`config.mk`:
```
export PLATFORM = sky130hd
export DESIGN_NAME = fifo_rd_drain_flat
export DESIGN_NICKNAME = d
export VERILOG_FILES = /design/src/rtl/fifo_rd_drain_if.sv /design/src/rtl/fifo_rd_drain.sv /design/src/flat_wrapper.sv
export SDC_FILE = /design/constraint.sdc
export NUM_CORES = 1
export LEC_CHECK = 0
export ABC_AREA = 1
export CAP_MARGIN = 20
export CORE_ASPECT_RATIO = 1.5
export CORE_MARGIN = 3
export CORE_UTILIZATION = 49
export CTS_CLUSTER_DIAMETER = 150
export DETAILED_ROUTE_END_ITERATION = 10
export GPL_TIMING_DRIVEN = 0
export PLACE_DENSITY = 0.77
export SYNTH_ARGS = -nofsm -noshare
export SYNTH_HDL_FRONTEND = slang
export SYNTH_SLANG_ARGS = --single-unit
```
`constraint.sdc`:
```
create_clock -name rd_clk -period 3.7 [get_ports rd_clk]
set_input_delay 0.925 -clock rd_clk [delete_from_list [all_inputs] [get_ports rd_clk]]
set_output_delay 0.925 -clock rd_clk [all_outputs]
set_load 0.1 [all_outputs]
```
`src/rtl/fifo_rd_drain_if.sv`:
```
// Output stream of the FIFO read-side drain: valid/ready handshake with burst framing.
interface fifo_rd_drain_if #(
  parameter int DATA_WIDTH = 8
);
  logic                  out_valid;
  logic                  out_ready;
  logic [DATA_WIDTH-1:0] out_data;
  logic                  out_first;
  logic                  out_last;

  modport master (
    output out_valid,
    output out_data,
    output out_first,
    output out_last,
    input  out_ready
  );

  modport slave (
    input  out_valid,
    input  out_data,
    input  out_first,
    input  out_last,
    output out_ready
  );
endinterface

```
`src/rtl/fifo_rd_drain.sv`:
```
// Read-domain FIFO consumer: underflow-free pops, 2-entry skid buffer, fixed-length burst framing.
// Optional running beat/burst totals are enabled by defining FIFO_RD_DRAIN_STATS_EN.
module fifo_rd_drain #(
  parameter int DATA_WIDTH = 8,
  parameter int BURST_LEN  = 4
) (
  input  logic                  rd_clk,
  input  logic                  rst,
  input  logic                  drain_en,
  input  logic                  empty,
  input  logic [DATA_WIDTH-1:0] rdata,
  output logic                  rd_en,
  fifo_rd_drain_if.master       out
`ifdef FIFO_RD_DRAIN_STATS_EN
  ,
  output logic [31:0]           beat_total,
  output logic [15:0]           burst_total
`endif
);

  localparam int BW = (BURST_LEN > 1) ? $clog2(BURST_LEN) : 1;
  localparam logic [BW-1:0] LAST_BEAT = BW'(BURST_LEN - 1);

  typedef enum logic {
    IDLE  = 1'b0,
    BURST = 1'b1
  } state_t;

  state_t                state_r;
  logic [1:0]            occ_r;
  logic [1:0]            occ_nxt_s;
  logic                  rd_pend_r;
  logic [DATA_WIDTH-1:0] head_r;
  logic [DATA_WIDTH-1:0] tail_r;
  logic [BW-1:0]         beat_r;
  logic [BW-1:0]         beat_nxt_s;
  logic                  out_valid_r;
  logic                  out_first_r;
  logic                  out_last_r;
  logic                  accept_s;
  logic [2:0]            level_s;

  // Occupancy after this edge, counting the word in flight from the FIFO
  always_comb begin
    accept_s  = out_valid_r & out.out_ready;
    level_s   = {1'b0, occ_r} + {2'b00, rd_pend_r} - {2'b00, accept_s};
    occ_nxt_s = level_s[1:0];
    rd_en     = ~rst & drain_en & ~empty & (level_s < 3'd2);
    if (accept_s) begin
      if (beat_r == LAST_BEAT) begin
        beat_nxt_s = '0;
      end else begin
        beat_nxt_s = beat_r + BW'(1);
      end
    end else begin
      beat_nxt_s = beat_r;
    end
  end

  // Skid buffer, beat counter and registered stream outputs
  always_ff @(posedge rd_clk or posedge rst) begin
    if (rst) begin
      occ_r       <= 2'd0;
      rd_pend_r   <= 1'b0;
      head_r      <= '0;
      tail_r      <= '0;
      beat_r      <= '0;
      out_valid_r <= 1'b0;
      out_first_r <= 1'b0;
      out_last_r  <= 1'b0;
    end else begin
      occ_r     <= occ_nxt_s;
      rd_pend_r <= rd_en;
      if (accept_s) begin
        head_r <= tail_r;
      end
      // A returning word lands in head when head is free or being vacated this edge
      if (rd_pend_r) begin
        if ((occ_r == 2'd0) || ((occ_r == 2'd1) && accept_s)) begin
          head_r <= rdata;
        end else begin
          tail_r <= rdata;
        end
      end
      beat_r      <= beat_nxt_s;
      out_valid_r <= (occ_nxt_s != 2'd0);
      out_first_r <= (occ_nxt_s != 2'd0) && (beat_nxt_s == '0);
      out_last_r  <= (occ_nxt_s != 2'd0) && (beat_nxt_s == LAST_BEAT);
    end
  end

  // Burst framing state; single-beat bursts never leave IDLE
  always_ff @(posedge rd_clk or posedge rst) begin
    if (rst) begin
      state_r <= IDLE;
    end else begin
      case (state_r)
        IDLE: begin
          if (accept_s && (beat_r == '0) && (BURST_LEN > 1)) begin
            state_r <= BURST;
          end
        end
        BURST: begin
          if (accept_s && out_last_r) begin
            state_r <= IDLE;
          end
        end
        default: state_r <= IDLE;
      endcase
    end
  end

  assign out.out_valid = out_valid_r;
  assign out.out_data  = head_r;
  assign out.out_first = out_first_r;
  assign out.out_last  = out_last_r;

`ifdef FIFO_RD_DRAIN_STATS_EN
  // Running totals of delivered beats and completed bursts
  always_ff @(posedge rd_clk or posedge rst) begin
    if (rst) begin
      beat_total  <= 32'd0;
      burst_total <= 16'd0;
    end else begin
      if (accept_s) begin
        beat_total <= beat_total + 32'd1;
      end
      if (accept_s && out_last_r) begin
        burst_total <= burst_total + 16'd1;
      end
    end
  end
`endif

endmodule

```
`src/flat_wrapper.sv`:
```
// flat-port wrapper written by rule: the top's interface ports become plain ports
module fifo_rd_drain_flat 
#(
  parameter int DATA_WIDTH = 8,
  parameter int BURST_LEN  = 4
)
  (rd_clk, rst, drain_en, empty, rdata, rd_en, out_out_valid, out_out_data, out_out_first, out_out_last, out_out_ready);
  fifo_rd_drain_if #(.DATA_WIDTH(DATA_WIDTH)) out_i ();
  input  logic rd_clk;
  input  logic rst;
  input  logic drain_en;
  input  logic empty;
  input  logic [DATA_WIDTH-1:0] rdata;
  output logic rd_en;
  output wire logic [$bits(out_i.out_valid)-1:0] out_out_valid;
  output wire logic [$bits(out_i.out_data)-1:0] out_out_data;
  output wire logic [$bits(out_i.out_first)-1:0] out_out_first;
  output wire logic [$bits(out_i.out_last)-1:0] out_out_last;
  input wire logic [$bits(out_i.out_ready)-1:0] out_out_ready;
  assign out_out_valid = out_i.out_valid;
  assign out_out_data = out_i.out_data;
  assign out_out_first = out_i.out_first;
  assign out_out_last = out_i.out_last;
  assign out_i.out_ready = out_out_ready;
  fifo_rd_drain #(.DATA_WIDTH(DATA_WIDTH), .BURST_LEN(BURST_LEN)) u_core (.rd_clk(rd_clk), .rst(rst), .drain_en(drain_en), .empty(empty), .rdata(rdata), .rd_en(rd_en), .out(out_i));
endmodule
```
# After elaboration in Yosys (flattened, before gate mapping)
# Cells that the tools add are included.
[word_totals]
regBits = 24
latchBits = 0
mem_bits_rw = 0
mem_bits_ro = 0
inputBits = 13
output_inout_bits = 12
elab_cells = 35
n_memories = 0
[classes]
add_sub_neg = 3
multipliers = 0
div_mod_pow = 0
order_cmp = 1
eq_ne = 3
shifts = 0
n_mux = 5
bitwise_logic = 7
n_reduce_logical = 8
[op_table]
columns = ["operator", "n"]
rows = [
  ["two-way mux 8 bit", 3],
  ["AND 1 bit", 4],
  ["== test 2 bit (second input constant)", 2],
  ["logical NOT 2 bit", 2],
  ["two-way mux 2 bit", 2],
  ["adder 2 x 1 -> 3 bit", 1],
  ["logical AND 1 bit", 3],
  ["less-than comparator 3 x 2 -> 1 bit (second input constant)", 1],
  ["NOT 1 bit", 3],
  ["subtractor 3 x 1 -> 3 bit", 1],
  ["adder 2 x 1 -> 2 bit (second input constant)", 1],
  ["== test 2 x 1 -> 1 bit (second input constant)", 1],
  ["AND reduction 2 bit", 1],
  ["nonzero test 2 bit", 1],
  ["logical OR 1 bit", 1],
]

# Longest topological paths before layout
[logic_depth]
ltp_word = 5
ltp_mapped = 10
depth_no_buf = 8

# Least setup slack after synthesis
# OpenSTA, ideal clock, no wires.
[synth_path]
path_kind = "reg2out"
from = "register u_core.out_valid_r (netlist: u_core.out.out_valid)"
to = "output rd_en"
arrival_time_ns = 4.341
t_required_ns = 2.775
setup_slack_ns = -1.566
stages_incl_launch_ff = 9
n_path_buf = 2
cell_sequence = "dfrtp_1 > buf_6 > nand2_8 > buf_6 > or2_4 > nand2_2 > ha_1 > fa_1 > nor3_1"
[synth_via]
elab_chain_len = 4
[synth_rtl]
columns = ["element", "line", "source"]
rows = [
  ["from (decl)", "fifo_rd_drain.sv:37", "logic out_valid_r;"],
  ["from (signal assigned)", "fifo_rd_drain.sv:86", "out_valid_r <= (occ_nxt_s != 2'd0);"],
  ["AND 1 bit", "fifo_rd_drain.sv:45", "accept_s = out_valid_r & out.out_ready;"],
  ["subtractor 3 x 1 -> 3 bit", "fifo_rd_drain.sv:46", "level_s = {1'b0, occ_r} + {2'b00, rd_pend_r} - {2'b00, accept_s};"],
  ["net u_core.level_s[1]", "fifo_rd_drain.sv:41", "logic [2:0] level_s;"],
  ["less-than comparator 3 x 2 -> 1 bit", "fifo_rd_drain.sv:48", "rd_en = ~rst & drain_en & ~empty & (level_s < 3'd2);"],
  ["AND 1 bit", "fifo_rd_drain.sv:48", ""],
  ["to (decl)", "flat_wrapper.sv:14", "output logic rd_en;"],
]
# The timed path passes the listed nets, and every way through them passes these cells.

# Worst setup path in the final report
[layout_path]
from = "input out_out_ready"
to = "output rd_en"
[layout_via]
elab_chain_len = 4
[layout_rtl]
columns = ["element", "line", "source"]
rows = [
  ["from (decl)", "flat_wrapper.sv:19", "input wire logic [$bits(out_i.out_ready)-1:0] out_out_ready;"],
  ["AND 1 bit", "fifo_rd_drain.sv:45", ""],
  ["subtractor 3 x 1 -> 3 bit", "fifo_rd_drain.sv:46", ""],
  ["net u_core.level_s[1]", "fifo_rd_drain.sv:41", ""],
  ["less-than comparator 3 x 2 -> 1 bit", "fifo_rd_drain.sv:48", ""],
  ["AND 1 bit", "fifo_rd_drain.sv:48", ""],
]
# The timed path passes the listed nets, and every way through them passes these cells.

==> impl_results.md <==
* Status: complete, no violations
* Design Area, Final at between 1500 and 2000 sq um
* Total routed wirelength at 2.61 mm
* Flops & latches, synth at 24
* Peak VDD IR at about 0.52 mV
* Antenna cells at 0
* Post-synth net total at 147
* Crit-path leading delay family: adder cells
* Post-Layout Cell Count at between 150 and 200
* Via-per-instance ratio at 5.34
* Cell Chain, Critical Path: buf_12 > nand2_8 > buf_6 > or2_4 > nand2_2 > ha_4 > fa_1 > nor3_4 > buf_6
* Top fanout value on the critical path at 10
* WP data required at about 2.8 ns
* Synthesized instance count at about 130
* Worst Hold Class: flop to flop
* Post-layout min period at between 3 and 4 ns
* Hold depth at 2
* Final HPWL DP at about 1.8 mm
* Slowest cell on the critical path: fa_1
* Number of routed nets with antenna violations at 0
* Synthesized area at 1180 sq um
* Most common cell after layout, fill and taps aside: nand2_1
* Area growth, synth to finish at 28.2%
* Worst-Margin Slew at about 0.96 ns
* WL per Instance at roughly 14 microns
* Fraction of the yosys area taken by sequential cells at 50.7%
* Post-CTS Setup Inserts at 0
* Crit path kind: input port to output port
* Pins Over Slew Limit at 0
* Max H-tree Level at 1
* Initial Util at a little over half
* Most frequent cells in the layout: nand2_1, dfrtp_1, clkdlybuf4s50_1
* Worst skew pair latency at between 0.3 and 0.4 ns
* Area occupied by multi-input gates at 532 sq um
* Drt pass-1 iters at 3
* Unrepaired setup endpoints after global routing: false
* TritonCTS buffer count at 3
* Setup crit end kind: output port
* Max clock buf depth at 2
* Post-route DRC at 0
* CTS tree: yes
* Post-CTS Resized at 7
* FF-to-FF path depth at 10
* Setup Skew at roughly 0.0094 ns
* Max incr delay on CP at around 0.48 ns
* Period utilization at a little over nine tenths
* Fmax at between 200 and 300 MHz
* Max_cap viols at 0
* Die Y at ~66 microns
* Vias in the first global route at 970
* Total grt overflow at 0
* DP Area at between 1000 and 1500 sq um
* GR Util All Layers at 20.7%
* First-pass GRT wire length at 4.46 mm
* Stages on the worst setup path at 9
* Clock-pin slew on the worst setup and hold paths at 0.13 ns
* Filler cells at 193
* CP Launch Type: input port
* Reg area at 602 sq um
* P_leak at 0.763 nW
* Count of different cell masters after synthesis at 20
* Post-cts hold buffer count at 0
* Initial antenna violation count at 0
* Core area at between 2000 and 2500 sq um
* Root Buffer: clkbuf_4
* Num Clock Sinks at 24
* Die X at 46.1 microns
* Final setup fails at 0
* Syn Area/Cell at approximately 9 sq um
* PwrDens at approximately 950 nW/um^2
* Die area at 3050 sq um
* Crit path DAT at about 2.7 ns
* Warnings, synthesis at 0
* Routed vias at ~970
* IO buf count at 23
* WP buf/inv at 3
* CP most frequent cell: buf_6
* Largest net degree at the start of global routing at 26
* Dpl cells at approximately 180
* Max-slew headroom at 35.5%
* Nets@finish at ~180
* Endpoints failing hold at 0
* Placer Congestion at roughly 0.76
* Layout cell share with drive strength beyond 1 at 15.8%
* Number of DRC markers in iteration 0 at 35
* Row count at 21
* I/O Pins at 25
[layer usage]
metal / wire length, microns / part of all wire (%) / up-vias / track usage (%)
li1: - / - / 482 / -
met1: 1060 / 40 / 463 / 25.7
met2: 1420 / 54 / 17 / 33.4
met3: 81 / 3.1 / 5 / 2.45
met4: 57 / 2.2 / 0 / 11.4
met5: 0 / 0 / - / 0
[cell families (layout without fill, tap and decap cells)]
logic type / after synthesis / after routing / synth area share (%)
AO/OA/AOI/OAI: 1 / 1 / 0.422
flip-flops: 24 / 24 / 50.7
XOR/XNOR: 1 / 1 / 0.740
adder cells (fa/ha/maj): 3 / 3 / 3.81
AND/OR/NAND/NOR: 91 / 91 / 38.0
buffers and inverters: 11 / 38 / 6.34
[tightest hold or removal path, stage by stage (launching register included)]
cell,delay (ns)
dfrtp_1,0.37
nand2_1,0.05
nand2_1,0.05
[synth_stat cells, drive strengths merged]
cell type  count  area [sq um]
buf            7          60.1
dfrtp         24           601
fa             1          20.0
ha             2          25.0
inv            4          15.0
nand2         57           253
nand3         19           108
nand3b         1          7.51
nand4          8          50.1
nor2           3          11.3
nor3           1          5.00
o21ai          1          5.00
or2            2          15.0
xnor2          1          8.76
[final timing paths]
check	from	endpoint	slack, ns
setup / recovery	out_out_ready	rd_en	0.13
hold / removal	u_core.tail_r[3]$_DFFE_PP0P_	u_core.tail_r[3]$_DFFE_PP0P_	0.49
setup reg to reg	u_core.out.out_valid$_DFF_PP0_	u_core.out.out_last$_DFF_PP0_	1.44
hold reg to reg	u_core.tail_r[3]$_DFFE_PP0P_	u_core.tail_r[3]$_DFFE_PP0P_	0.49
max in group asynchronous	rst	u_core.out.out_valid$_DFF_PP0_	2.39
min in group asynchronous	rst	u_core.out.out_data[4]$_DFF_PP0_	0.97
[state kept, by name (all words and copies together), names as in the netlist]
signal / cells
u_core.out.out_data: 8
u_core.occ_r: 2
u_core.tail_r: 8
u_core.out.out_last: 1
u_core.out.out_first: 1
u_core.rd_pend_r: 1
u_core.beat_r: 2
u_core.out.out_valid: 1
[through the flow]
stage	setup slack, ns	util (%)	power (W)	hold WS (ns)	TNS [ns]
6_report	0.127	67.2	0.00145	0.490	0
5_1_grt	0.0498	67.2	0.00154	0.514	0
4_1_cts	0.0599	67.0	0.00146	0.489	0
3_5_place_dp	-0.929	65.3	0.00131	0.458	-0.929
3_3_place_gp	-0.877	65.3	0.00129	0.454	-0.877
2_1_floorplan	-0.150	-	0.00111	0.442	-0.150
[layout make-up]
cell class              instances  share of cell area, %
plain buffers                   7                   4.53
clock buffers                   4                   2.39
repair buffers                 23                   15.3
well taps                      23                   1.90
flip-flops and latches         24                   39.7
multi-input cells              96                   35.0
inverters                       4                   1.24
[where the power goes]
group / switching (W) / total, W / internal [W]
clock network: 0.0000811 / 0.000141 / 0.0000603
registers: 0.0000616 / 0.000437 / 0.000375
logic: 0.000617 / 0.000867 / 0.000250
(Power assumes the default switching activity.)
==> variant, RTL diff (same settings) <==
`BURST_LEN` is set to 4 in 2 places; all go to 8.
--- a/src/rtl/fifo_rd_drain.sv
+++ b/src/rtl/fifo_rd_drain.sv
@@ -4,3 +4,3 @@
   parameter int DATA_WIDTH = 8,
-  parameter int BURST_LEN  = 4
+  parameter int BURST_LEN  = 8
 ) (
--- a/src/flat_wrapper.sv
+++ b/src/flat_wrapper.sv
@@ -4,3 +4,3 @@
   parameter int DATA_WIDTH = 8,
-  parameter int BURST_LEN  = 4
+  parameter int BURST_LEN  = 8
 )
Function: changed (a bounded check fails within 10 cycles, from zero or initial values and one cycle with rst high).
==> variant against the original RTL <==
Design area is 2.1% higher. Synthesized area is 3.0% higher. Largest cell class unchanged. Sequential cell count is 1 higher. Largest power group unchanged. Setup slack better by 0.061 ns. Routed wire length is 9.3% lower. Power is 1.5% lower. Final cell count is 6.6% higher. Utilization is 0.12 points lower. Clock power is 17% lower.
==> variant: results (changes against the original RTL) <==
Run status
  – Status: finished clean

Global routing
  – Largest net degree at the start of global routing: 27 (+3.8%)
  – Tot GR Track Use: 18.3% (-2.4 points)
  – First-pass GRT wire length: 4190 um (-6.2%)
  – Number of global-route vias before repair: 1,042 (+7.4%)

Placed design
  – RePlAce Congestion: 0.788 (+4.3%)
  – Dpl cells: 189 (+6.8%)
  – Placed inst area: 1510 sq um (+2.5%)
  – Place WS: -1.18 ns (-0.252 ns)
  – IO buf count: 24 (+4.3%)
  – Detailed Place HPWL: 1880 um (+2.7%)

Finish
  – Bufs w/o clock: 29 (-3.3%)
  – Layout clock area frac: 1.78% (-0.62 points)
  – Inverters: 6 (+2)
  – Multi-input logic area: 553 sq um (+4.0%)
  – Non-Clock Buffer Area Fraction: 18.4% (-1.4 points)
  – #MultiIn Comb: 106 (+10%)
  – Multi-input combinational area share: 35.7% (+0.64 points)
  – Layout cell share with drive strength beyond 1: 13.5% (-2.3 points)
  – Final core utilization: 67.0% (-0.12 points)
  – Seq/total area: 40.4% (+0.78 points)
  – Clock buf count: 3 (-1)
  – Filler cells: 199 (+3.1%)

Power and ir drop
  – Net Sw Frac: 52.6% (about the same)
  – Leak: 0.000804 uW (+5.4%)
  – Max VDD drop: 403 uV (-22%)
  – Psw: 749 uW (-1.4%)
  – Clock network fraction of total power: 8.2% (-1.6 points)
  – Comb pwr: 848 uW (-2%)

Logic synthesis
  – Syn_area_per_cell: 8.58 sq um (-5.0%)
  – Commonest cells in the synthesized netlist: nand2_1 (69), dfrtp_1 (25), nand3_1 (10)
  – Synth area leaders: dfrtp_1 (51%), nand2_1 (21%), nand3_1 (4.1%), nand4_1 (4.1%), ha_1 (3.1%)
  – Post-Syn Nets: 159 (+8.2%)
  – YS warnings: 0 (unchanged)
  – Seq/Total Area, Yosys: 51.3% (+0.59 points)

Critical path
  – Worst R2R End: u_core.out.out_first$_DFF_PP0_
  – Worst setup path end: rd_en
  – Reg2Reg Depth: 9 (-1)
  – R2R Setup Slk: 1.60 ns (+0.16 ns)
  – CP Launch Point: out_out_ready

Detailed routing
  – Wire per inst: 12.3 um (-15%)
  – Pre-antenna DRT Iters: 5 (+2)
  – Vias per cell: 5.27 (-1.4%)
  – Final wirelength: 2370 um (-9.3%)
  – Initial drt markers: 26 (-26%)

Min path
  – Hold path endpoint: u_core.tail_r[6]$_DFFE_PP0P_
  – Min-Delay Startpoint: u_core.tail_r[6]$_DFFE_PP0P_
  – Hold Crit Class: register to register
  – Worst Hold Depth: 2 (unchanged)

STA
  – Slew HR: 35.2% (-0.26 points)
  – Max Clk Rate: 285 MHz (+1.7%)
  – Worst Hold Slack: 0.487 ns (-0.00347 ns)
  – Worst Skew: 0.00973 ns (+0.000292 ns)

Clock tree
  – CTS clk-pin slew, worst paths: 0.13 ns (about the same)
  – Clk sinks: 25 (+4.2%)
  – Worst-Skew Late Latency: 0.31 ns (-0.02 ns)
==> variant: kinds of logic after synthesis <==
logic type | after synthesis | share of synthesized area [%]
AOI/OAI and AO/OA | 1 | 0.410
xor gates and xnor gates | 1 | 0.719
adders and majority gates | 4 | 4.72
buffers and inverters | 11 | 5.34
DFF | 25 | 51.3
and+or+nand+nor | 100 | 37.5
==> variant: metal layers <==
metal	global-route usage (%)	wire [um]
met1	19.5	955
met2	34.7	1290
met3	2.43	95
met4	6.23	31
met5	0	0
==> variant: repair_timing <==
| item | in CTS | in global routing |
|---|---|---|
| setup buffers | 0 | 0 |
| resized for setup | 12 | 1 |
| endpoints found under the setup margin | 1 | 1 |
| endpoints found under the hold margin | 0 | 0 |
==> variant: worst max-delay path, stage by stage <==
cell and delay, ns:
clkbuf_2 0.14, nand2_8 0.09, nand2_4 0.08, buf_6 0.14, nand2_1 0.07, ha_2 0.17, fa_1 0.53, nor3_4 0.24
buf_12 0.20
